<file path="src/rtl/spi_mem_ctrl.sv">
// rtl/spi_mem_ctrl.sv - single-request SPI SRAM read/write controller for the rv32e core
module spi_mem_ctrl #(
    parameter logic [7:0] CMD_READ  = 8'h03,
    parameter logic [7:0] CMD_WRITE = 8'h02
) (
    input  logic        clk,
    input  logic        rst,
    input  logic        req_valid,
    output logic        req_ready,
    input  logic        req_write,
    input  logic [23:0] req_addr,
    input  logic [1:0]  req_size,
    input  logic [31:0] req_wdata,
    output logic        resp_valid,
    output logic [31:0] resp_rdata,
    output logic        spi_cs_n,
    output logic        spi_sck,
    output logic        spi_mosi,
    input  logic        spi_miso
);

    typedef enum logic [1:0] {IDLE, SHIFT, DONE} state_t;

    state_t      state, state_nxt;
    logic        phase, phase_nxt;
    logic [6:0]  cnt, cnt_nxt;
    logic [63:0] tx, tx_nxt;
    logic [31:0] rx, rx_nxt;
    logic        is_write, is_write_nxt;
    logic [1:0]  size, size_nxt;
    logic [6:0]  data_bits;

    logic        cs_n_d, sck_d, mosi_d, ready_d, valid_d;
    logic [31:0] rdata_d;

    // rx collects data bits in wire order; this reorders them little-endian
    function automatic logic [31:0] order_rx(input logic [31:0] r, input logic [1:0] s);
        case (s)
            2'd0:    return {24'h0, r[7:0]};
            2'd1:    return {16'h0, r[7:0], r[15:8]};
            default: return {r[7:0], r[15:8], r[23:16], r[31:24]};
        endcase
    endfunction

    always_ff @(posedge clk) begin
        if (rst) begin
            state      <= IDLE;
            phase      <= 1'b0;
            cnt        <= 7'd0;
            tx         <= 64'h0;
            rx         <= 32'h0;
            is_write   <= 1'b0;
            size       <= 2'd0;
            spi_cs_n   <= 1'b1;
            spi_sck    <= 1'b0;
            spi_mosi   <= 1'b0;
            req_ready  <= 1'b1;
            resp_valid <= 1'b0;
            resp_rdata <= 32'h0;
        end else begin
            state      <= state_nxt;
            phase      <= phase_nxt;
            cnt        <= cnt_nxt;
            tx         <= tx_nxt;
            rx         <= rx_nxt;
            is_write   <= is_write_nxt;
            size       <= size_nxt;
            spi_cs_n   <= cs_n_d;
            spi_sck    <= sck_d;
            spi_mosi   <= mosi_d;
            req_ready  <= ready_d;
            resp_valid <= valid_d;
            resp_rdata <= rdata_d;
        end
    end

    always_comb begin
        case (size)
            2'd0:    data_bits = 7'd8;
            2'd1:    data_bits = 7'd16;
            default: data_bits = 7'd32;
        endcase
    end

    // cnt holds the number of bits still to go after the current one
    always_comb begin
        state_nxt    = state;
        phase_nxt    = phase;
        cnt_nxt      = cnt;
        tx_nxt       = tx;
        rx_nxt       = rx;
        is_write_nxt = is_write;
        size_nxt     = size;
        case (state)
            IDLE: begin
                if (req_valid && req_ready) begin
                    state_nxt    = SHIFT;
                    phase_nxt    = 1'b0;
                    is_write_nxt = req_write;
                    rx_nxt       = 32'h0;
                    case (req_size)
                        2'd0: begin size_nxt = 2'd0; cnt_nxt = 7'd39; end
                        2'd1: begin size_nxt = 2'd1; cnt_nxt = 7'd47; end
                        default: begin size_nxt = 2'd2; cnt_nxt = 7'd63; end
                    endcase
                    tx_nxt = {req_write ? CMD_WRITE : CMD_READ, req_addr,
                              req_write ? {req_wdata[7:0], req_wdata[15:8],
                                           req_wdata[23:16], req_wdata[31:24]} : 32'h0};
                end
            end
            SHIFT: begin
                if (!phase) begin
                    phase_nxt = 1'b1;
                end else begin
                    phase_nxt = 1'b0;
                    if (!is_write && cnt < data_bits)
                        rx_nxt = {rx[30:0], spi_miso};
                    if (cnt == 7'd0) begin
                        state_nxt = DONE;
                    end else begin
                        cnt_nxt = cnt - 7'd1;
                        tx_nxt  = {tx[62:0], 1'b0};
                    end
                end
            end
            DONE:    state_nxt = IDLE;
            default: state_nxt = IDLE;
        endcase
    end

    // Output decode works on next-state values so every pin leaves a flop
    always_comb begin
        cs_n_d  = (state_nxt != SHIFT);
        sck_d   = (state_nxt == SHIFT) && phase_nxt;
        mosi_d  = (state_nxt == SHIFT) && tx_nxt[63];
        ready_d = (state_nxt == IDLE);
        valid_d = (state_nxt == DONE);
        rdata_d = resp_rdata;
        if (state_nxt == DONE)
            rdata_d = is_write ? 32'h0 : order_rx(rx_nxt, size);
    end

endmodule

</file>
<file path="config.mk">
export PLATFORM = sky130hd
export DESIGN_NAME = spi_mem_ctrl
export DESIGN_NICKNAME = d
export VERILOG_FILES = /design/src/rtl/spi_mem_ctrl.sv
export SDC_FILE = /design/constraint.sdc
export NUM_CORES = 1
export LEC_CHECK = 0
export BUFFER_PORTS_ARGS = -buffer_cell sky130_fd_sc_hd__buf_2
export CAP_MARGIN = 20
export CORE_ASPECT_RATIO = 1.1
export CORE_UTILIZATION = 41
export CTS_CLUSTER_DIAMETER = 50
export DETAILED_ROUTE_END_ITERATION = 8
export SETUP_SLACK_MARGIN = 0.4
export SYNTH_ARGS = -nofsm -noshare
export SYNTH_HDL_FRONTEND = slang
export SYNTH_SLANG_ARGS = --single-unit
</file>
<file path="constraint.sdc">
create_clock -name clk -period 5.3 [get_ports clk]
set_input_delay 1.06 -clock clk [delete_from_list [all_inputs] [get_ports clk]]
set_output_delay 1.06 -clock clk [all_outputs]
set_load 0.05 [all_outputs]
</file>
==> metrics.cfg, run 1 <==
[job]
cap_viol_max_count = 0

[die]
die_area_um2 = 14000
start_util = 0.420
core_um2 = 13200
io_pins = 100
die_width_um = 113
fp.dieH_um = 124
rows = 44

[synthesis]
synth_seq_cells = 146
syn_avg_cell_area_um2 = 9.22
synth_cell_types = 50
synthTopCellsByArea = dfxtp_1 (53%), a222oi_1 (5.6%), nand2_1 (5.2%), a21oi_1 (4.9%), nor2_1 (4.8%)
synthDominantCellAreaShare = 0.527
ys_seq_area_frac = 0.527
ys.warnings.count = 0
postSynthCellCount = 602
synth_area_um2 = 5550
synth_top_flop_cell = dfxtp_1
synthArstFlopShare = 0
yosys.area.top_type = dfxtp_1
synth-edff-count = 0
syn_nets = 668

[grt]
grt.overflow.total = 0
grt_usage = 0.203
antenna_found_initial = 0
grt_pass1_vias = 4437
grt_max_degree = 104
grt_pass1_wl_um = 22200

[power_and_ir_drop]
power.share.clock = 0.457
vdd_drop_max_uv = 315
swShare = 0.240
intPower_mw = 1.95
comb_power_share = 0.089
power_mw = 2.57
powerDensity_nw_per_um2 = 380
netSwitchingPower_mw = 0.617
leakagePower_nw = 2.71
power_frac_seq = 0.454

[clocking]
root_buffer = clkbuf_16
cts_tree = yes
clock_path_buffers = 2
cts.sinks = 146
cts_inserted_buffers = 17
cts_setup_buffers = 0
cts_resized = 0
ctsHoldBuffers = 0
clock_latency_ns = 0.42
cts_max_level = 4
clk_pin_slew_ns = 0.06

[cells_and_area]
final_cells = 852
antenna_cells = 0
final_area_um2 = 6760
syn_to_final_growth_pct = 21.9
drive_above_1_share = 0.216
nNetsFinal = 744

[placement]
place_ws_ns = 1.82
place.gp.congestion = 0.757
dp_cells = 818
place_hpwl_um = 8660
dpl_cell_area_um2 = 6140
portBuffers = 99

[route]
dr.pass1.iters = 7
drcViolationCount = 0
ant_nets = 0
wl_per_cell_um = 15.9
drt-total-wl_um = 13500
drt_iter0_drc = 427
vias_per_cell = 5.63
num_vias = 4798

[outcome]
outcome = finished, final reports clean

[timing]
tightest_slew_ns = 1.07
slew_headroom = 0.289
max_freq_mhz = 375
fin_crit_sh = 0.503
setup_tns_ns = 0
hold_viol = 0
setup_violations = 0
fin_skew_ns = 0.00741
fin_ws_ns = 2.63
slew_viol_final = 0
period_needed_ns = 2.67
rsz0062_at_grt = no

[setup_path]
crit_type = in2reg
critPathBufInv = 1
crit_required_ns = 5.61
crit_fanout = 19
arrival_ns = 2.97
startpoint_type = input pin
cp_top_family = simple AND/OR/NAND/NOR gates
worst_setup_path_end_kind = flop
path_cells = buf_2, nand4bb_1, and2_1, mux2i_1, o21ai_0, a41o_1
crit_slowest_cell = nand4bb_1
cp_slowest_stage_delay_ns = 0.60

[worst_hold_path]
hp-class = reg2reg

synthesized netlist by cell type (all sizes together) (2+ instances only):
| cell type | number |
|---|---|
| a222oi | 31 |
| a31oi | 4 |
| nor4 | 4 |
| inv | 8 |
| xnor2 | 2 |
| a211oi | 3 |
| o21ai | 25 |
| and3 | 15 |
| and2 | 7 |
| nor2 | 71 |
| ha | 3 |
| nand3 | 7 |
| o221ai | 10 |
| o211ai | 2 |
| nand2 | 77 |
| nor3 | 5 |
| or3 | 2 |
| nand2b | 3 |
| clkbuf | 38 |
| a21oi | 54 |
| o21bai | 2 |
| a41oi | 2 |
| dfxtp | 146 |
| nand3b | 2 |
| a22oi | 26 |
| a2bb2oi | 3 |
| o221a | 3 |
| nor4b | 2 |
| a311oi | 2 |
| mux2i | 16 |
| buf | 14 |
| or4 | 2 |
cells by family after synthesis:
logic type | share of synthesized area
compound gates | 0.219
fa+ha+maj | 0.00677
simple gates | 0.166
buf+inv | 0.0433
flops | 0.527
xor+xnor | 0.00474
mux | 0.0329
per-stage QoR:
step | utilization | hold slack, ns
floorplan | - | 0.432
global placement | 0.464 | 0.433
detailed placement | 0.465 | 0.440
CTS | 0.509 | 0.453
global route | 0.512 | 0.472
finish | 0.512 | 0.445
sequential cells by signal, summed over array words and instances (netlist names):
| register | count |
|---|---|
| tx | 64 |
| resp_rdata | 32 |
| phase | 1 |
| size | 2 |
| spi_sck | 1 |
| req_ready | 1 |
| resp_valid | 1 |
| state | 2 |
| rx | 32 |
| spi_cs_n | 1 |
| cnt | 7 |
| is_write | 1 |
| spi_mosi | 1 |
power groups by stage:
| stage | clock, mW | combinational (mW) | sequential [mW] |
|---|---|---|---|
| 2_1_floorplan | 0 | 0.151 | 1.19 |
| 3_3_place_gp | 0 | 0.214 | 1.19 |
| 3_5_place_dp | 0 | 0.224 | 1.19 |
| 4_1_cts | 1.19 | 0.225 | 1.17 |
| 5_1_grt | 1.24 | 0.254 | 1.17 |
| 6_report | 1.17 | 0.228 | 1.17 |
layout by cell type, fill, tap and decap left out, types with 8 or more instances in the layout:
master     count
buf_4          8
a21oi_1       54
a222oi_1      31
clkbuf_16     18
mux2i_1       16
o221ai_1       9
nand2_1       77
a22oi_1       26
o21ai_0       24
dfxtp_1      146
nor2_1        70
inv_1          8
and3_1        15
buf_2         98
layer usage:
metal,track usage,part of all wire,wire length [um]
met1,0.258,0.44,5990
met2,0.312,0.47,6300
met3,0.0749,0.078,1050
met4,0.0839,0.014,184
met5,0,0,0
final cells by class:
class	instances	area, um2
fill	1268	6450
sequential	146	2920
multi-input combinational	396	2420
timing repair buffer	109	607
clock buffer	23	478
tap	161	201
clock inverter	9	105
inverter	8	30.0
worst register-to-register path, delay by kind of cell, from the launching register on:
family	cells	cell delay [ns]
simple gates	3	1.70
compound gates	2	0.53
flops	1	0.38
final timing paths:
check,startpoint,to,slack (ns),cells past startpoint
max,req_valid,resp_rdata[14],2.63,6
min,resp_rdata[29],resp_rdata[29],0.44,2
max reg2reg,cnt[3],resp_rdata[2],2.63,5
min reg2reg,resp_rdata[29],resp_rdata[29],0.44,2
No activity file was read; power rests on OpenSTA's default activity.
==> inputs of run 2 (changes only) <==
==> constraint.sdc (replaced) <==
create_clock -name clk -period 2.4 [get_ports clk]
set_input_delay 0.48 -clock clk [delete_from_list [all_inputs] [get_ports clk]]
set_output_delay 0.48 -clock clk [all_outputs]
set_load 0.05 [all_outputs]
==> run 2 against run 1 <==
Final cell count up 5.5%. Clock power up 120%. Setup slack worse by 2.3 ns. First-iteration DRC count down 0.23%. Critical path type is now reg2reg. Largest cell class unchanged.
==> metrics.cfg, run 2 (synthesis gave the netlist of run 1 again) <==
[power_and_ir_drop]
powerDensity_nw_per_um2 = 767
leakagePower_nw = 3.01
power_frac_seq = 0.439
netSwitchingPower_mw = 1.49
comb_power_share = 0.116
vdd_drop_max_uv = 571
intPower_mw = 4.39
power.share.clock = 0.446
power_mw = 5.88
swShare = 0.254

[timing]
fin_ws_ns = 0.334
rsz0062_at_grt = yes
setup_violations = 0
fin_crit_sh = 0.861
period_needed_ns = 2.07
fin_skew_ns = 0.00939
hold_viol = 0
slew_headroom = 0.519
slew_viol_final = 0
tightest_slew_ns = 0.719
max_freq_mhz = 484

[die]
rows = 44
fp.dieH_um = 124
core_um2 = 13200
start_util = 0.420
die_width_um = 113
io_pins = 100
die_area_um2 = 14000

[grt]
grt_usage = 0.219
grt_pass1_vias = 4800
antenna_found_initial = 0
grt_pass1_wl_um = 23800
grt_max_degree = 68
grt.overflow.total = 0

[setup_path]
startpoint_type = flop
reg2reg_from = size[1]
crit_fanout = 5
crit_type = reg2reg
crit_required_ns = 2.70
worstReg2RegEnd = resp_rdata[0]
arrival_ns = 2.37
worst_setup_path_end_kind = flop
reg2regPathDepth = 9
rrSetupSlack_ns = 0.33

[worst_hold_path]
whs_path_depth = 3
worstHoldStart = req_wdata[5]
hp-class = in2reg
min_to = tx[29]

[clocking]
clk_pin_slew_ns = 0.06
root_buffer = clkbuf_16
clock_latency_ns = 0.42
cts_inserted_buffers = 17
cts_max_level = 4
cts_tree = yes
clock_path_buffers = 2
ctsHoldBuffers = 0
cts.sinks = 146

[outcome]
outcome = finished, final reports clean

[cells_and_area]
largest_reg_flops = 64
antenna_cells = 0
syn_to_final_growth_pct = 38.2
top_register = tx
reg.largest.list = tx: 64 flops, resp_rdata: 32 flops, rx: 32 flops
nNetsFinal = 791
final_common_cell = dfxtp_1
drive_above_1_share = 0.337
final_area_um2 = 7670
final_cell_mix = dfxtp_1 (141), buf_2 (98), nand2_1 (75)

[placement]
place_ws_ns = -0.0284
portBuffers = 99
place.gp.congestion = 0.818
dpl_cell_area_um2 = 6350
place_hpwl_um = 8920

[route]
ant_nets = 0
dr.pass1.iters = 7
drt_iter0_drc = 426
num_vias = 5108
drcViolationCount = 0
drt-total-wl_um = 15500
wl_per_cell_um = 17.2
vias_per_cell = 5.68

[job]
cap_viol_max_count = 0

## run 2: cell types whose count changed in the layout (fill, tap and decap cells not counted), moves of 4 or more
cell     previous run  this run
nor2_4              1         5
buf_12              1        10
a21oi_1            54        44
buf_4               8        32
a21oi_4             0         4
a21oi_2             0         6
dfxtp_1           146       141
mux2i_2             0         7
buf_6               1         9
dfxtp_2             0         4
mux2i_4             0         5
o21ai_0            24        20
mux2i_1            16         4
## run 2: cell type report
type	instances	area [um2]
clock inverters	12	131
flip-flops and latches	146	2930
inverters	8	30.0
multi-input cells	400	2800
well taps	161	201
fillers	1127	5550
clock buffers	20	457
repair buffers	152	1110
## run 2: power groups by stage
stage | sequential, mW | clock, mW | combinational, mW
floorplan | 2.63 | 0 | 0.338
global placement | 2.62 | 0 | 0.523
detailed placement | 2.62 | 0 | 0.537
CTS | 2.57 | 2.66 | 0.633
global route | 2.59 | 2.76 | 0.739
finish | 2.58 | 2.62 | 0.680
## run 2: metal layers
layer | up-vias | wire, um | global-route usage | part of all wire
met1 | 2482 | 6840 | 0.274 | 0.44
met5 | - | 0 | 0 | 0
li1 | 2460 | - | - | -
met3 | 19 | 848 | 0.0696 | 0.055
met2 | 147 | 7590 | 0.353 | 0.49
met4 | 0 | 227 | 0.0880 | 0.015
## run 2: critical path, stage by stage, from the launching register on
cell and delay [ns]:
dfxtp_2 0.34, inv_2 0.05, buf_6 0.11, ha_4 0.15
nor3_2 0.17, o211a_4 0.26, buf_12 0.13, mux4_2 0.51
nand4_1 0.13, o211ai_1 0.09
## run 2: timing repair
| action | CTS | global route |
|---|---|---|
| gates cloned | 5 | 3 |
| resized for setup | 48 | 40 |
| buffers inserted | 13 | 9 |
| pin swaps | 14 | 8 |
| setup endpoints to repair | 101 | 102 |
## run 2: worst max-delay path by stage
stage	cells after the start	start	slack (ns)	end
2_1_floorplan	9	size[1]	0.40	resp_rdata[1]
3_5_place_dp	8	cnt[0]	-0.03	tx[53]
6_report	9	size[1]	0.33	resp_rdata[0]
5_1_grt	9	size[1]	0.28	resp_rdata[0]
3_3_place_gp	8	cnt[0]	0.04	tx[49]
4_1_cts	7	cnt[0]	0.34	tx[31]
## run 2: per-stage QoR
step	hold WS [ns]	TNS [ns]	util	cells
after floorplan	0.432	0	-	602
after global placement	0.433	0	0.480	837
after detailed placement	0.441	-0.234	0.480	837
after CTS	0.286	0	0.558	887
after global routing	0.298	0	0.580	899
final	0.296	0	0.580	899
